## src/rtl/afifo_rdrain_s_w_pkg.sv

```systemverilog
// afifo_rdrain_s_w_pkg: shared widths, packed R-word layout and AXI response codes
package afifo_rdrain_s_w_pkg;
    localparam int S_W_ID_W     = 8;
    localparam int S_W_DATA_W   = 32;
    localparam int S_W_DATASIZE = S_W_ID_W + S_W_DATA_W + 3;
    localparam logic [1:0] RESP_OKAY   = 2'b00;
    localparam logic [1:0] RESP_EXOKAY = 2'b01;
    localparam logic [1:0] RESP_SLVERR = 2'b10;
    localparam logic [1:0] RESP_DECERR = 2'b11;
    typedef struct packed {
        logic [S_W_ID_W-1:0]   rid;
        logic [S_W_DATA_W-1:0] rdata;
        logic [1:0]            rresp;
        logic                  rlast;
    } r_word_t;
endpackage

```

## src/rtl/afifo_rdrain_s_w_skid_buf2.sv

```systemverilog
// afifo_rdrain_s_w_skid_buf2: two-entry registered valid/ready buffer, in_ready derived from registers only
module afifo_rdrain_s_w_skid_buf2 #(
    parameter int W = 8
) (
    input  logic         clk,
    input  logic         rst,
    input  logic         in_valid,
    output logic         in_ready,
    input  logic [W-1:0] in_data,
    output logic         out_valid,
    input  logic         out_ready,
    output logic [W-1:0] out_data
);
    logic [1:0]   r_cnt;
    logic [W-1:0] r_out;
    logic [W-1:0] r_skid;
    logic         w_push;
    logic         w_hs;
    assign in_ready  = r_cnt != 2'd2;
    assign out_valid = r_cnt != 2'd0;
    assign out_data  = r_out;
    assign w_push    = in_valid && in_ready;
    assign w_hs      = out_valid && out_ready;
    // OUT reloads only when empty, when draining, or from SKID; otherwise it holds for AXI stability
    always_ff @(posedge clk) begin
        if (rst) r_cnt <= '0;
        else r_cnt <= r_cnt + {1'b0, w_push} - {1'b0, w_hs};
        if (r_cnt == 2'd2 ? w_hs : w_push && (r_cnt == 2'd0 || w_hs))
            r_out <= r_cnt == 2'd2 ? r_skid : in_data;
        if (w_push && r_cnt == 2'd1 && !w_hs) r_skid <= in_data;
    end
endmodule

```

## src/rtl/afifo_rdrain_s_w.sv

```systemverilog
// afifo_rdrain_s_w: drains the s->w async FIFO into a registered R channel, tracks burst length and overruns
module afifo_rdrain_s_w
    import afifo_rdrain_s_w_pkg::*;
#(
    parameter int ID_W      = S_W_ID_W,
    parameter int DATA_W    = S_W_DATA_W,
    parameter int MAX_BEATS = 256,
    parameter int FIFO_W    = ID_W + DATA_W + 3
) (
    input  logic              clk,
    input  logic              rst,
    input  logic [FIFO_W-1:0] fifo_rdata,
    input  logic              fifo_rempty,
    output logic              fifo_rpop,
    output logic [ID_W-1:0]   rid,
    output logic [DATA_W-1:0] rdata,
    output logic [1:0]        rresp,
    output logic              rlast,
    output logic              rvalid,
    input  logic              rready,
    output logic              burst_done,
    output logic              overrun_err
);
    localparam int BC_W = $clog2(MAX_BEATS) + 1;
    logic              w_in_valid;
    logic              w_in_ready;
    logic              w_hs;
    logic [FIFO_W-1:0] w_out;
    logic [BC_W-1:0]   r_beat;
    logic              r_burst_done;
    logic              r_overrun;
    assign w_in_valid = !fifo_rempty && !rst;
    assign fifo_rpop  = w_in_valid && w_in_ready;
    afifo_rdrain_s_w_skid_buf2 #(.W(FIFO_W)) u_buf (
        .clk       (clk),
        .rst       (rst),
        .in_valid  (w_in_valid),
        .in_ready  (w_in_ready),
        .in_data   (fifo_rdata),
        .out_valid (rvalid),
        .out_ready (rready),
        .out_data  (w_out)
    );
    assign {rid, rdata, rresp, rlast} = w_out;
    assign w_hs        = rvalid && rready;
    assign burst_done  = r_burst_done;
    assign overrun_err = r_overrun;
    // a non-last beat at MAX_BEATS-1 is one too many; the counter saturates there
    always_ff @(posedge clk) begin
        if (rst) begin
            r_beat       <= '0;
            r_burst_done <= 1'b0;
            r_overrun    <= 1'b0;
        end else begin
            r_burst_done <= w_hs && rlast;
            if (w_hs) begin
                if (rlast) r_beat <= '0;
                else if (r_beat == BC_W'(MAX_BEATS - 1)) r_overrun <= 1'b1;
                else r_beat <= r_beat + BC_W'(1);
            end
        end
    end
endmodule

```

## config.mk

```make
export PLATFORM = sky130hd
export DESIGN_NAME = afifo_rdrain_s_w
export DESIGN_NICKNAME = d
export VERILOG_FILES = /design/src/rtl/afifo_rdrain_s_w_pkg.sv /design/src/rtl/afifo_rdrain_s_w_skid_buf2.sv /design/src/rtl/afifo_rdrain_s_w.sv
export SDC_FILE = /design/constraint.sdc
export NUM_CORES = 1
export LEC_CHECK = 0
export CORE_ASPECT_RATIO = 1.2
export CORE_UTILIZATION = 49
export DETAILED_ROUTE_END_ITERATION = 12
export HOLD_SLACK_MARGIN = 0.03
export PLACE_DENSITY = 0.79
export REMOVE_ABC_BUFFERS = 1
export SLEW_MARGIN = 40
export SYNTH_ARGS = -nofsm -noshare
export SYNTH_HDL_FRONTEND = slang
export SYNTH_SLANG_ARGS = --single-unit
```

## constraint.sdc

```tcl
create_clock -name clk -period 5.8 [get_ports clk]
set_input_delay 1.16 -clock clk [delete_from_list [all_inputs] [get_ports clk]]
set_output_delay 1.16 -clock clk [all_outputs]
set_load 0.05 [all_outputs]
```

==> results of run 1 <==
==> cell type report <==
cell class | count | area [um^2]
clock buffer | 9 | 124
multi-input combinational | 108 | 976
tap | 92 | 115
sequential | 99 | 2840
clock inverter | 7 | 62.6
timing repair buffer | 97 | 968
inverter | 4 | 15.0
fill | 551 | 2560
==> worst min-delay path, stage by stage, from the launching register on <==
cell and delay (ps):
dfxtp_1 330, inv_1 50, a21oi_1 50
==> power groups by stage <==
stage / sequential, mW / combinational (mW) / clock [mW]
2_1_floorplan: 0.901 / 0.0325 / 0
3_3_place_gp: 0.828 / 0.189 / 0
3_5_place_dp: 0.829 / 0.191 / 0
4_1_cts: 0.812 / 0.192 / 0.420
5_1_grt: 0.814 / 0.201 / 0.449
6_report: 0.812 / 0.192 / 0.409
==> logic make-up after synthesis <==
family          Yosys count  synth area share [%]
compound gates           18                  2.76
fa+ha+maj                 3                 0.975
buf+inv                  12                  1.33
flops                    99                  73.9
mux                      47                  13.6
simple gates             40                  7.45
==> routing by layer <==
metal  up-vias  GRT usage (%)  part of all wire [%]
li1       1052              -                     -
met1      1099           22.9                    46
met2        73           26.7                    47
met3         6           4.69                   5.4
met4         0           6.76                   1.3
met5         -              0                     0
==> Yosys cell counts <==
library cell,number
edfxtp_1,86
mux2_1,39
dfxtp_1,13
a21oi_1,8
o21ai_0,6
buf_2,5
mux2_2,4
mux2i_1,4
nand2_1,4
nand3_1,4
nand3b_1,4
nor2b_1,4
or3b_1,4
or4_1,4
ha_1,3
inv_1,3
nor4_2,3
clkbuf_1,2
nor2_1,2
nor3_1,2
o31ai_1,2
buf_1,1
inv_2,1
nand2b_1,1
nand4_1,1
nor2_4,1
nor3b_1,1
nor4b_2,1
o211ai_2,1
o21ai_2,1
or2_2,1
or2b_1,1
or3_1,1
or4b_1,1
==> how the worst max path moves through the flow <==
stage	cells after the start	slack, ps	endpoint
6_report	3	1510	fifo_rpop
2_1_floorplan	3	840	u_buf.out_data[0]
3_3_place_gp	3	1590	fifo_rpop
5_1_grt	3	1420	fifo_rpop
3_5_place_dp	3	1520	fifo_rpop
4_1_cts	3	1500	fifo_rpop
==> registers in the layout, indices dropped and copies added, names as in the netlist <==
name / count
r_beat: 9
u_buf.r_skid: 43
u_buf.out_data: 43
burst_done: 1
overrun_err: 1
u_buf.r_cnt: 2
==> per-stage QoR <==
step           instance area (um^2)  total power, mW  cells
2_1_floorplan                  3810            0.934    211
3_3_place_gp                   4900             1.02    399
3_5_place_dp                   4900             1.02    399
4_1_cts                        5090             1.42    415
5_1_grt                        5100             1.46    416
6_report                       5100             1.41    416
==> flow_summary.ini, run 1 <==
[power]
pwr-share-seq_pct = 57.5
swShare_pct = 26.1
ir_worst_vdd_mv = 0.138
p_sw_mw = 0.369
powerDensity_mw_per_mm2 = 277
p_leak_nw = 1.67
p_comb_share_pct = 13.6
p_int_mw = 1.04
p_clk_share_pct = 29.0

[die]
io-pin-count = 94
die_w_um = 82.9
initial_core_util_pct = 50.2
dieArea_mm2 = 0.00821
num_rows = 35
coreArea_mm2 = 0.00766
die_h_um = 99.1

[sta]
hold-worst-slack_ps = 463
fin_skew_ps = 8.52
worst_slack_ps = 1510
setup_viol = 0
post-route-min-period_ps = 4290
maxSlewViolCount = 0
slew_headroom_pct = 49.2
rsz0062_at_grt = false
tightest_slew_ps = 760
hold_viol = 0
tns_ps = 0
fmax_ghz = 0.233
period_share_pct = 73.9

[drt]
route.detailed.drc = 0
firstDrtPassIters = 4
wl_per_cell_um = 16.1
ant_nets = 0
first_iter_violations = 110
avgViaCountPerCell = 5.36
wirelength_um = 6700
vias = 2230

[critical_path]
critPathBufInv = 2
crit_required_ps = 4640
start_kind = input port
cp_cell_sequence = clkdlybuf4s50_1 > nor3_1 > clkdlybuf4s50_1
crit_family = buffers and inverters
max_stage_delay_ps = 870
worstReg2RegStart = u_buf.r_cnt[0]
ff2ff_setup_slack_ps = 3600
cpMostUsedCell = clkdlybuf4s50_1
arrival_ps = 3130
critPathKind = input port to output port
crit_path_end_kind = output port
worstReg2RegEnd = u_buf.r_skid[23]
cp_slowest_cell = clkdlybuf4s50_1
startpoint = rst
r2r_cells = 3
path_max_fanout = 19

[clock_network]
clk_pin_slew_ps = 90
cts_buffers = 9
cts_setup_buffers = 0
cts_sinks = 99
clock_latency_ps = 360
postCtsHoldBufs = 0
post_cts_resized = 0
cts_max_path_buffers = 2
root_buffer = clkbuf_8
htree_levels = 3
cts_tree = done

[global_routing]
grt-ovfl-total = 0
antenna_found_initial = 0
grtUsageTotal_pct = 17.1
grt_pass1_wl_um = 10900
grt_pass1_vias = 2202
grt_max_degree = 44

[synth]
yosys.area.top_type = edfxtp_1
avgSynthCellArea_um2 = 17.6
synthTopCellsByArea = edfxtp_1 (67%), mux2_1 (11%), dfxtp_1 (6.8%)
synth_cell_types = 34
yosys_warnings = 0
ys_ff_latch = 99
syn_area_mm2 = 0.00385
synth_top_area_share_pct = 67.1
syn_inst = 219
seq_area_frac_synth_pct = 73.9

[finish]
diodes = 0
syn_to_final_growth_pct = 32.6
final_cell_mix = clkdlybuf4s50_1 (93), edfxtp_1 (86), mux2_1 (39)
final_net_count = 369
fin_util_pct = 66.6
layout_commonest_cell = clkdlybuf4s50_1
drive_gt1_share_pct = 10.8

[placed_design]
gp_congestion = 0.729
post-place-ws_ps = 1520
dp_hpwl_um = 4540
port_buffers = 93

[hold_path]
hp-class = flop to flop
min_to = overrun_err
whs_path_depth = 2
min_from = overrun_err

[job]
max_cap_viol_count = 0

[outcome]
status = finished, final reports clean
No activity file was read; power rests on OpenSTA's default activity.
==> run 2, diff against run 1 <==
- clock period: 5.8 -> 4.13 ns (I/O delays scaled with it)
==> run 2 against run 1 <==
  * Clock power grew 36%
  * Cell area shrank 0.17%
  * Cell count grew 0.24%
  * Clock skew grew 9.4 ps
  * Non-clock buffer count grew 1
  * Total power grew 39%
  * Flip-flop and latch count is the same
  * Critical path depth grew 1
  * Worst hold slack lost 6.4 ps
  * Combinational power grew 40%
  * Via count shrank 1.6%
  * Largest power group unchanged
==> flow_summary.ini, run 2 (same netlist as run 1, synthesis figures left out) <==
[outcome]
status = finished, final reports clean

[die]
initial_core_util_pct = 50.2
die_h_um = 99.1
num_rows = 35
dieArea_mm2 = 0.00821
io-pin-count = 94
die_w_um = 82.9
coreArea_mm2 = 0.00766

[power]
p_clk_share_pct = 28.4
ir_worst_vdd_mv = 0.200
swShare_pct = 25.7
pwr-share-seq_pct = 58.0
p_int_mw = 1.46
p_leak_nw = 1.66
p_sw_mw = 0.505
powerDensity_mw_per_mm2 = 386
p_comb_share_pct = 13.6

[drt]
avgViaCountPerCell = 5.26
ant_nets = 0
firstDrtPassIters = 4
wl_per_cell_um = 16.1
first_iter_violations = 102
route.detailed.drc = 0
wirelength_um = 6700
vias = 2194

[clock_network]
cts_tree = done
htree_levels = 3
cts_setup_buffers = 0
cts_buffers = 9
root_buffer = clkbuf_8
clock_latency_ps = 360
cts_sinks = 99
postCtsHoldBufs = 0
post_cts_resized = 0
clk_pin_slew_ps = 90
cts_max_path_buffers = 2

[hold_path]
hp-class = flop to flop

[finish]
num-fill-cells = 506
stdcell_area_mm2 = 0.00509
layout_commonest_cell = clkdlybuf4s50_1
diodes = 0
final_cell_mix = clkdlybuf4s50_1 (93), edfxtp_1 (86), mux2_1 (39)
final_net_count = 370
syn_to_final_growth_pct = 32.4
drive_gt1_share_pct = 11.1

[critical_path]
critPathKind = input port to output port
path_max_fanout = 19
start_kind = input port
crit_path_end_kind = output port
crit_required_ps = 3300
arrival_ps = 2530

[global_routing]
grt_pass1_vias = 2188
antenna_found_initial = 0
grtUsageTotal_pct = 17.2
grt-ovfl-total = 0
grt_max_degree = 44
grt_pass1_wl_um = 10900

[placed_design]
dp_hpwl_um = 4650
port_buffers = 93
placed_cell_area_mm2 = 0.00491
gp_congestion = 0.723

[sta]
hold_viol = 0
period_share_pct = 81.3
rsz0062_at_grt = false
fmax_ghz = 0.298
maxSlewViolCount = 0
fin_skew_ps = 17.9
setup_viol = 0
tns_ps = 0
post-route-min-period_ps = 3360
slew_headroom_pct = 55.9
tightest_slew_ps = 661

[job]
max_cap_viol_count = 0
-- run 2: critical path: stages --
cell and delay (ps):
clkdlybuf4s50_1 390, buf_4 190, nor3_1 270, clkdlybuf4s50_1 850
-- run 2: path summary, 6_finish.rpt --
check / startpoint / end / slack (ps) / depth (start not counted)
worst min register to register: overrun_err / overrun_err / 460 / 2
worst max register to register: u_buf.r_cnt[0] / u_buf.r_skid[21] / 1970 / 3
worst min-delay path: overrun_err / overrun_err / 460 / 2
worst max-delay path: rst / fifo_rpop / 770 / 4
-- run 2: per-layer routing --
metal	vias to the layer above	track usage [%]	part of all wire (%)
met2	75	26.9	48
met4	0	5.97	1.1
li1	1056	-	-
met1	1056	23.0	45
met5	-	0	0
met3	7	5.11	6.4
-- run 2: power by group through the flow --
| stage | logic (mW) | registers [mW] | clock network (mW) |
|---|---|---|---|
| after floorplan | 0.0457 | 1.27 | 0 |
| final | 0.268 | 1.14 | 0.557 |
| after global placement | 0.266 | 1.16 | 0 |
| after detailed placement | 0.269 | 1.16 | 0 |
| after global routing | 0.280 | 1.14 | 0.611 |
| after CTS | 0.270 | 1.14 | 0.572 |
-- run 2: through the flow --
step                util, %  setup WS, ps  std cells  hold WS (ps)  power, mW
global placement       64.1           788        401           443       1.43
finish                 66.5           772        417           456       1.97
global route           66.5           702        417           484       2.03
CTS                    66.4           758        417           465       1.98
detailed placement     64.1           775        401           445       1.43
floorplan                 -          -497        211           444       1.31
-- run 2: cell type report --
type,instances,area (um^2),area share (%)
inverters,4,15.0,0.295
multi-input cells,108,976,19.2
clock inverters,6,50.0,0.982
well taps,92,115,2.26
flip-flops and latches,99,2840,55.8
repair buffers,98,968,19.0
clock buffers,10,128,2.50
